**config.mk**
```make
export PLATFORM = sky130hd
export DESIGN_NAME = win_buf_reader
export DESIGN_NICKNAME = d
export VERILOG_FILES = /design/src/rtl/win_buf_reader_pkg.sv /design/src/rtl/win_buf_reader_bank_tracker.sv /design/src/rtl/win_buf_reader.sv
export SDC_FILE = /design/constraint.sdc
export NUM_CORES = 1
export LEC_CHECK = 0
export CORE_MARGIN = 2
export CORE_UTILIZATION = 45
export DETAILED_ROUTE_END_ITERATION = 7
export GPL_TIMING_DRIVEN = 0
export PLACE_DENSITY_LB_ADDON = 0.1
export SYNTH_ARGS = -nofsm -noshare
export SYNTH_HDL_FRONTEND = slang
export SYNTH_HIERARCHICAL = 1
export SYNTH_SLANG_ARGS = --single-unit
export TNS_END_PERCENT = 100
```
**constraint.sdc**
```tcl
create_clock -name i_clk -period 5.3 [get_ports i_clk]
set_clock_uncertainty 0.15 [all_clocks]
set_input_delay 0.53 -clock i_clk [delete_from_list [all_inputs] [get_ports i_clk]]
set_output_delay 0.53 -clock i_clk [all_outputs]
set_load 0.05 [all_outputs]
```
**src/rtl/win_buf_reader_pkg.sv**
```systemverilog
// Shared definitions for the window buffer reader: default geometry,
// FSM state encoding and a small bank-decode helper.
package win_buf_reader_pkg;

    localparam int ADDR_W_DEF = 12;
    localparam int RD_LAT_DEF = 2;

    typedef enum logic [1:0] {
        ST_IDLE  = 2'd0,
        ST_RUN   = 2'd1,
        ST_DRAIN = 2'd2
    } state_t;

    // One-hot pulse vector for a bank index.
    function automatic logic [1:0] bank_onehot(input logic bank);
        return bank ? 2'b10 : 2'b01;
    endfunction

endpackage

```
**src/rtl/win_buf_reader_bank_tracker.sv**
```systemverilog
// Full/empty tracking for the two ping-pong image buffers.
// A fill that lands on a bank in the same cycle as its release keeps the bank
// full, because the loader has already refilled it.
module win_bank_tracker (
    input  logic       i_clk,
    input  logic       i_rst,
    input  logic [1:0] i_fill_done,
    input  logic [1:0] i_release,
    output logic [1:0] o_bank_full,
    output logic       o_ovf_err
);

    logic [1:0] r_bank_full;
    logic       r_ovf_err;

    // Set on fill, clear on release (set wins), sticky overflow on refill of a full bank.
    always_ff @(posedge i_clk or posedge i_rst) begin
        if (i_rst) begin
            r_bank_full <= 2'b00;
            r_ovf_err   <= 1'b0;
        end else begin
            r_bank_full <= (r_bank_full & ~i_release) | i_fill_done;
            if (|(i_fill_done & r_bank_full)) begin
                r_ovf_err <= 1'b1;
            end
        end
    end

    assign o_bank_full = r_bank_full;
    assign o_ovf_err   = r_ovf_err;

endmodule

```
**src/rtl/win_buf_reader.sv**
```systemverilog
// Window buffer reader: converts accepted (loc_x, loc_y) window requests into
// reads of the current ping-pong bank, strobes the output FIFO RD_LAT cycles
// later, and hands each bank back to the loader once its block is consumed.
module win_buf_reader
    import win_buf_reader_pkg::*;
#(
    parameter int ADDR_W = ADDR_W_DEF,
    parameter int RD_LAT = RD_LAT_DEF
) (
    input  logic              i_clk,
    input  logic              i_reset,
    input  logic              i_req_valid,
    output logic              o_ready,
    input  logic [15:0]       i_loc_x,
    input  logic [15:0]       i_loc_y,
    input  logic              i_new_block,
    input  logic              i_read_finish,
    input  logic [15:0]       i_row_stride,
    input  logic              i_fifo_amfull,
    input  logic [1:0]        i_bank_fill_done,
    output logic [1:0]        o_bank_release,
    output logic              o_buf_rd_en,
    output logic [ADDR_W-1:0] o_buf_addr,
    output logic              o_use_select,
    output logic              o_use_read,
    output logic [15:0]       o_blk_cnt,
    output logic              o_ovf_err
);

    localparam int CNT_W = (RD_LAT > 1) ? $clog2(RD_LAT) : 1;
    localparam logic [CNT_W-1:0] DRAIN_LOAD = CNT_W'(RD_LAT - 1);

    state_t            r_state;
    logic              r_cur_bank;
    logic [15:0]       r_blk_cnt;
    logic [CNT_W-1:0]  r_drain_cnt;
    logic [RD_LAT-1:0] r_rd_pipe;

    logic        w_accept;
    logic        w_drain_exit;
    logic [31:0] w_prod;
    logic [1:0]  w_bank_full;
    logic        w_unused_bits;

    win_bank_tracker u_bank_tracker (
        .i_clk       (i_clk),
        .i_rst       (i_reset),
        .i_fill_done (i_bank_fill_done),
        .i_release   (o_bank_release),
        .o_bank_full (w_bank_full),
        .o_ovf_err   (o_ovf_err)
    );

    // The read is issued in the accept cycle, so RD_LAT counts from here.
    assign o_ready      = (r_state == ST_RUN) && !i_fifo_amfull;
    assign w_accept     = o_ready && i_req_valid;
    assign w_prod       = ({16'd0, i_loc_x} * {16'd0, i_row_stride}) + {16'd0, i_loc_y};
    assign o_buf_rd_en  = w_accept;
    assign o_buf_addr   = w_accept ? w_prod[ADDR_W-1:0] : '0;
    assign w_drain_exit = (r_state == ST_DRAIN) && (r_drain_cnt == '0);
    assign o_bank_release = w_drain_exit ? bank_onehot(r_cur_bank) : 2'b00;
    assign o_use_select = r_cur_bank;
    assign o_use_read   = r_rd_pipe[RD_LAT-1];
    assign o_blk_cnt    = r_blk_cnt;

    // new_block is status only; high product bits fall outside the bank.
    assign w_unused_bits = ^{i_new_block, w_prod[31:ADDR_W]};

    // Block sequencing: wait for a full bank, read it, drain the read pipe, release.
    always_ff @(posedge i_clk or posedge i_reset) begin
        if (i_reset) begin
            r_state     <= ST_IDLE;
            r_cur_bank  <= 1'b0;
            r_blk_cnt   <= 16'd0;
            r_drain_cnt <= '0;
        end else begin
            case (r_state)
                ST_IDLE: begin
                    if (w_bank_full[r_cur_bank]) begin
                        r_state <= ST_RUN;
                    end
                end
                ST_RUN: begin
                    if (w_accept && i_read_finish) begin
                        r_state     <= ST_DRAIN;
                        r_drain_cnt <= DRAIN_LOAD;
                    end
                end
                ST_DRAIN: begin
                    if (r_drain_cnt == '0) begin
                        r_state    <= ST_IDLE;
                        r_cur_bank <= ~r_cur_bank;
                        r_blk_cnt  <= r_blk_cnt + 16'd1;
                    end else begin
                        r_drain_cnt <= r_drain_cnt - 1'b1;
                    end
                end
                default: begin
                    r_state <= ST_IDLE;
                end
            endcase
        end
    end

    // Delay line aligning the FIFO write strobe with buffer read data.
    always_ff @(posedge i_clk or posedge i_reset) begin
        if (i_reset) begin
            r_rd_pipe <= '0;
        end else begin
            r_rd_pipe[0] <= w_accept;
            for (int i = 1; i < RD_LAT; i++) begin
                r_rd_pipe[i] <= r_rd_pipe[i-1];
            end
        end
    end

endmodule

```
==> metrics.cfg <==
[sta]
whs_ps=206.1
fmax_ghz=0.1833
hold_viol=0
setup_violations=2
rsz0062_at_grt=yes
slew_headroom_pct=45.74
worst_pin_slew_ps=813.0
finalCritPeriodShare_pct=102.9
setup_tns_ps=-218.3
slew_violations=0
finalWorstSetupSlack_ps=-155.0
fin_crit_ps=5455

[critical_path]
rrSetupSlack_ps=3000
worstPathRequired_ps=4620
path_class=input pin to output port
start_kind=input pin
r2r-end=r_drain_cnt
crit_fanout=5
reg2reg_depth=5
crit_arrival_ps=4780
end_kind=output port
r2r_start=r_state[0]

[clocking]
h-tree-depth=1
cts-root-buf=clkbuf_8
cts_made_buffers=3
cts_tree=built
insertion_delay_ps=270
clock_path_buffers=2
clock-sinks=25
clk_pin_slew_ps=90

[power_and_ir_drop]
peakVddDrop_mv=0.5816
leakagePower_uw=0.002404
p_per_area_nw_per_um2=418.1

[synthesis]
syn-cell-area_um2=3636
post_synth.cell_area_avg_um2=9.113
synth_top_area_share_pct=26.43
ys_seq_area_share_pct=17.21
ys_types=41
ys_ff_latch=25
ys.flop_type=dfrtp_1
synth-edff-count=0
syn_nets=538
async_flop_share_pct=100.0
ys_warn_count=6
synth_top_area_cell=fa_1
synthCells=399
synth_area_leaders=fa_1 26%, dfrtp_1 17%, ha_1 12%

[grt]
grt_usage_pct=17.84
grt_pass1_vias=2855
grt_max_degree=23
grt_first_pass_wirelength_um=12610
globalRouteOverflowTotal=0
grt_antenna_before_repair=0

[place]
port_buffers=75
post-place-ws_ps=-1654
dpl.hpwl_um=6257
dp_cells=576
place.gp.congestion=0.8297

[route]
routed_via_density=4.826
first_iter_violations=83
num_vias=2857
wl_per_cell_um=12.91
final_antenna_net_count=0
wl_um=7642
post-route-drc-count=0
drtPass1Iterations=5

[hold_path]
hold-path-cell-count=0
holdPathEnd=r_rd_pipe[1]
hp-start=r_rd_pipe[0]
hold_path.class=flop to flop

[final_layout]
final_common_cell=inv_1
diodes=0
nFillCells=685
final-seq-area_um2=625.6
finalNetCount=630
finalNonFillerCells=592
area_growth_pct=36.20
mostFrequentLayoutCells=80 x inv_1, 49 x clkdlybuf4s50_1, 44 x nand2_1
multiInputGateArea_um2=2890
drive_gt1_share_pct=23.47

[floorplan]
die_y_um=93.89
coreArea_um2=7767
num_io_pins=91
rows=32
dieWidth_um=93.89
initial_utilization_pct=46.81
die_area_um2=8815

[flow_run]
drv_cap=0

[status]
violations=negative setup slack
status=complete, but fails checks

[cell families (layout without fill, tap and decap cells)]
family | count (synthesis) | in the layout | share of synthesized area, %
xor gates and xnor gates | 40 | 40 | 10.60
AOI/OAI and AO/OA | 20 | 20 | 3.854
muxes | 2 | 2 | 0.5850
and+or+nand+nor | 129 | 129 | 18.48
DFF | 25 | 25 | 17.21
buffers and inverters | 100 | 191 | 10.81
adders and majority gates | 83 | 83 | 38.47
[how the worst max path moves through the flow]
stage	from	endpoint	slack, ps	cells past startpoint
floorplan	i_row_stride[0]	o_buf_addr[9]	-240	17
global placement	i_row_stride[0]	o_buf_addr[11]	-1640	17
detailed placement	i_row_stride[0]	o_buf_addr[11]	-1650	17
CTS	i_row_stride[0]	o_buf_addr[11]	-310	19
global route	i_row_stride[2]	o_buf_addr[11]	-300	17
finish	i_row_stride[2]	o_buf_addr[11]	-160	17
[cell type report]
class | count | share of cell area [%]
buffer | 6 | 1.289
inverter | 92 | 6.973
clock inverter | 1 | 0.1011
tap | 102 | 2.577
timing repair buffer | 89 | 17.23
multi-input combinational | 274 | 58.36
sequential | 25 | 12.63
clock buffer | 3 | 0.8338
[power breakdown]
part | internal [uW] | switching, uW
clock | 52.6 | 59.7
sequential | 208 | 19.1
combinational | 837 | 894
total | 1100 | 973
[per-layer routing]
metal,share of wire (%),track usage (%),wire [um]
met1,45,24.83,3404
met5,0,0,0
met3,3.8,2.488,287
met2,51,30.65,3902
met4,0.62,2.053,47
[Yosys cell counts, types with 2 or more instances]
master / count
clkbuf_1: 4
ha_1: 35
xnor3_1: 2
a31oi_1: 2
and2_2: 3
nand3_1: 3
xor2_1: 11
nor3_1: 5
nor3b_1: 3
nand2_1: 49
and3_1: 6
a211oi_1: 2
and2_1: 34
nor2_1: 11
o21a_1: 2
o21ai_0: 3
buf_6: 2
nor2b_1: 4
nand2b_1: 2
nand2_2: 2
a21o_1: 4
a21oi_1: 2
dfrtp_1: 25
inv_1: 92
buf_2: 2
fa_1: 48
nand4_1: 2
xnor2_1: 26
[worst max-delay path, stage by stage]
cell and delay (ps):
buf_12 110, and2_4 150, fa_2 560, inv_2 40
fa_2 350, fa_1 530, inv_2 50, fa_1 540
inv_2 40, fa_2 370, xnor2_2 210, xnor2_1 160
xnor2_1 150, xnor3_1 270, xnor3_1 410, nor2_4 140
buf_8 160
[sequential cells by signal, indices dropped and copies added (netlist names)]
name and flops:
r_drain_cnt 1, u_bank_tracker/o_bank_full 2, u_bank_tracker/o_ovf_err 1, r_state 2, o_use_select 1, r_rd_pipe 2, o_blk_cnt 16
[through the flow]
stage          util (%)  total power, uW  area (um2)
3_3_place_gp      59.09             1660        4589
2_1_floorplan         -             1368        3711
5_1_grt           63.76             2258        4952
4_1_cts           62.98             1991        4892
3_5_place_dp      59.09             1677        4589
6_report          63.76             2070        4952
[timing repair]
action                     4_1_cts  5_1_grt
setup endpoints to repair        9        7
setup buffers                   12        1
hold buffers                     0        0
gates resized for setup        137       58
pin swaps                       42       27
gates cloned                     0        1
Power figures use the tool's default switching activity.
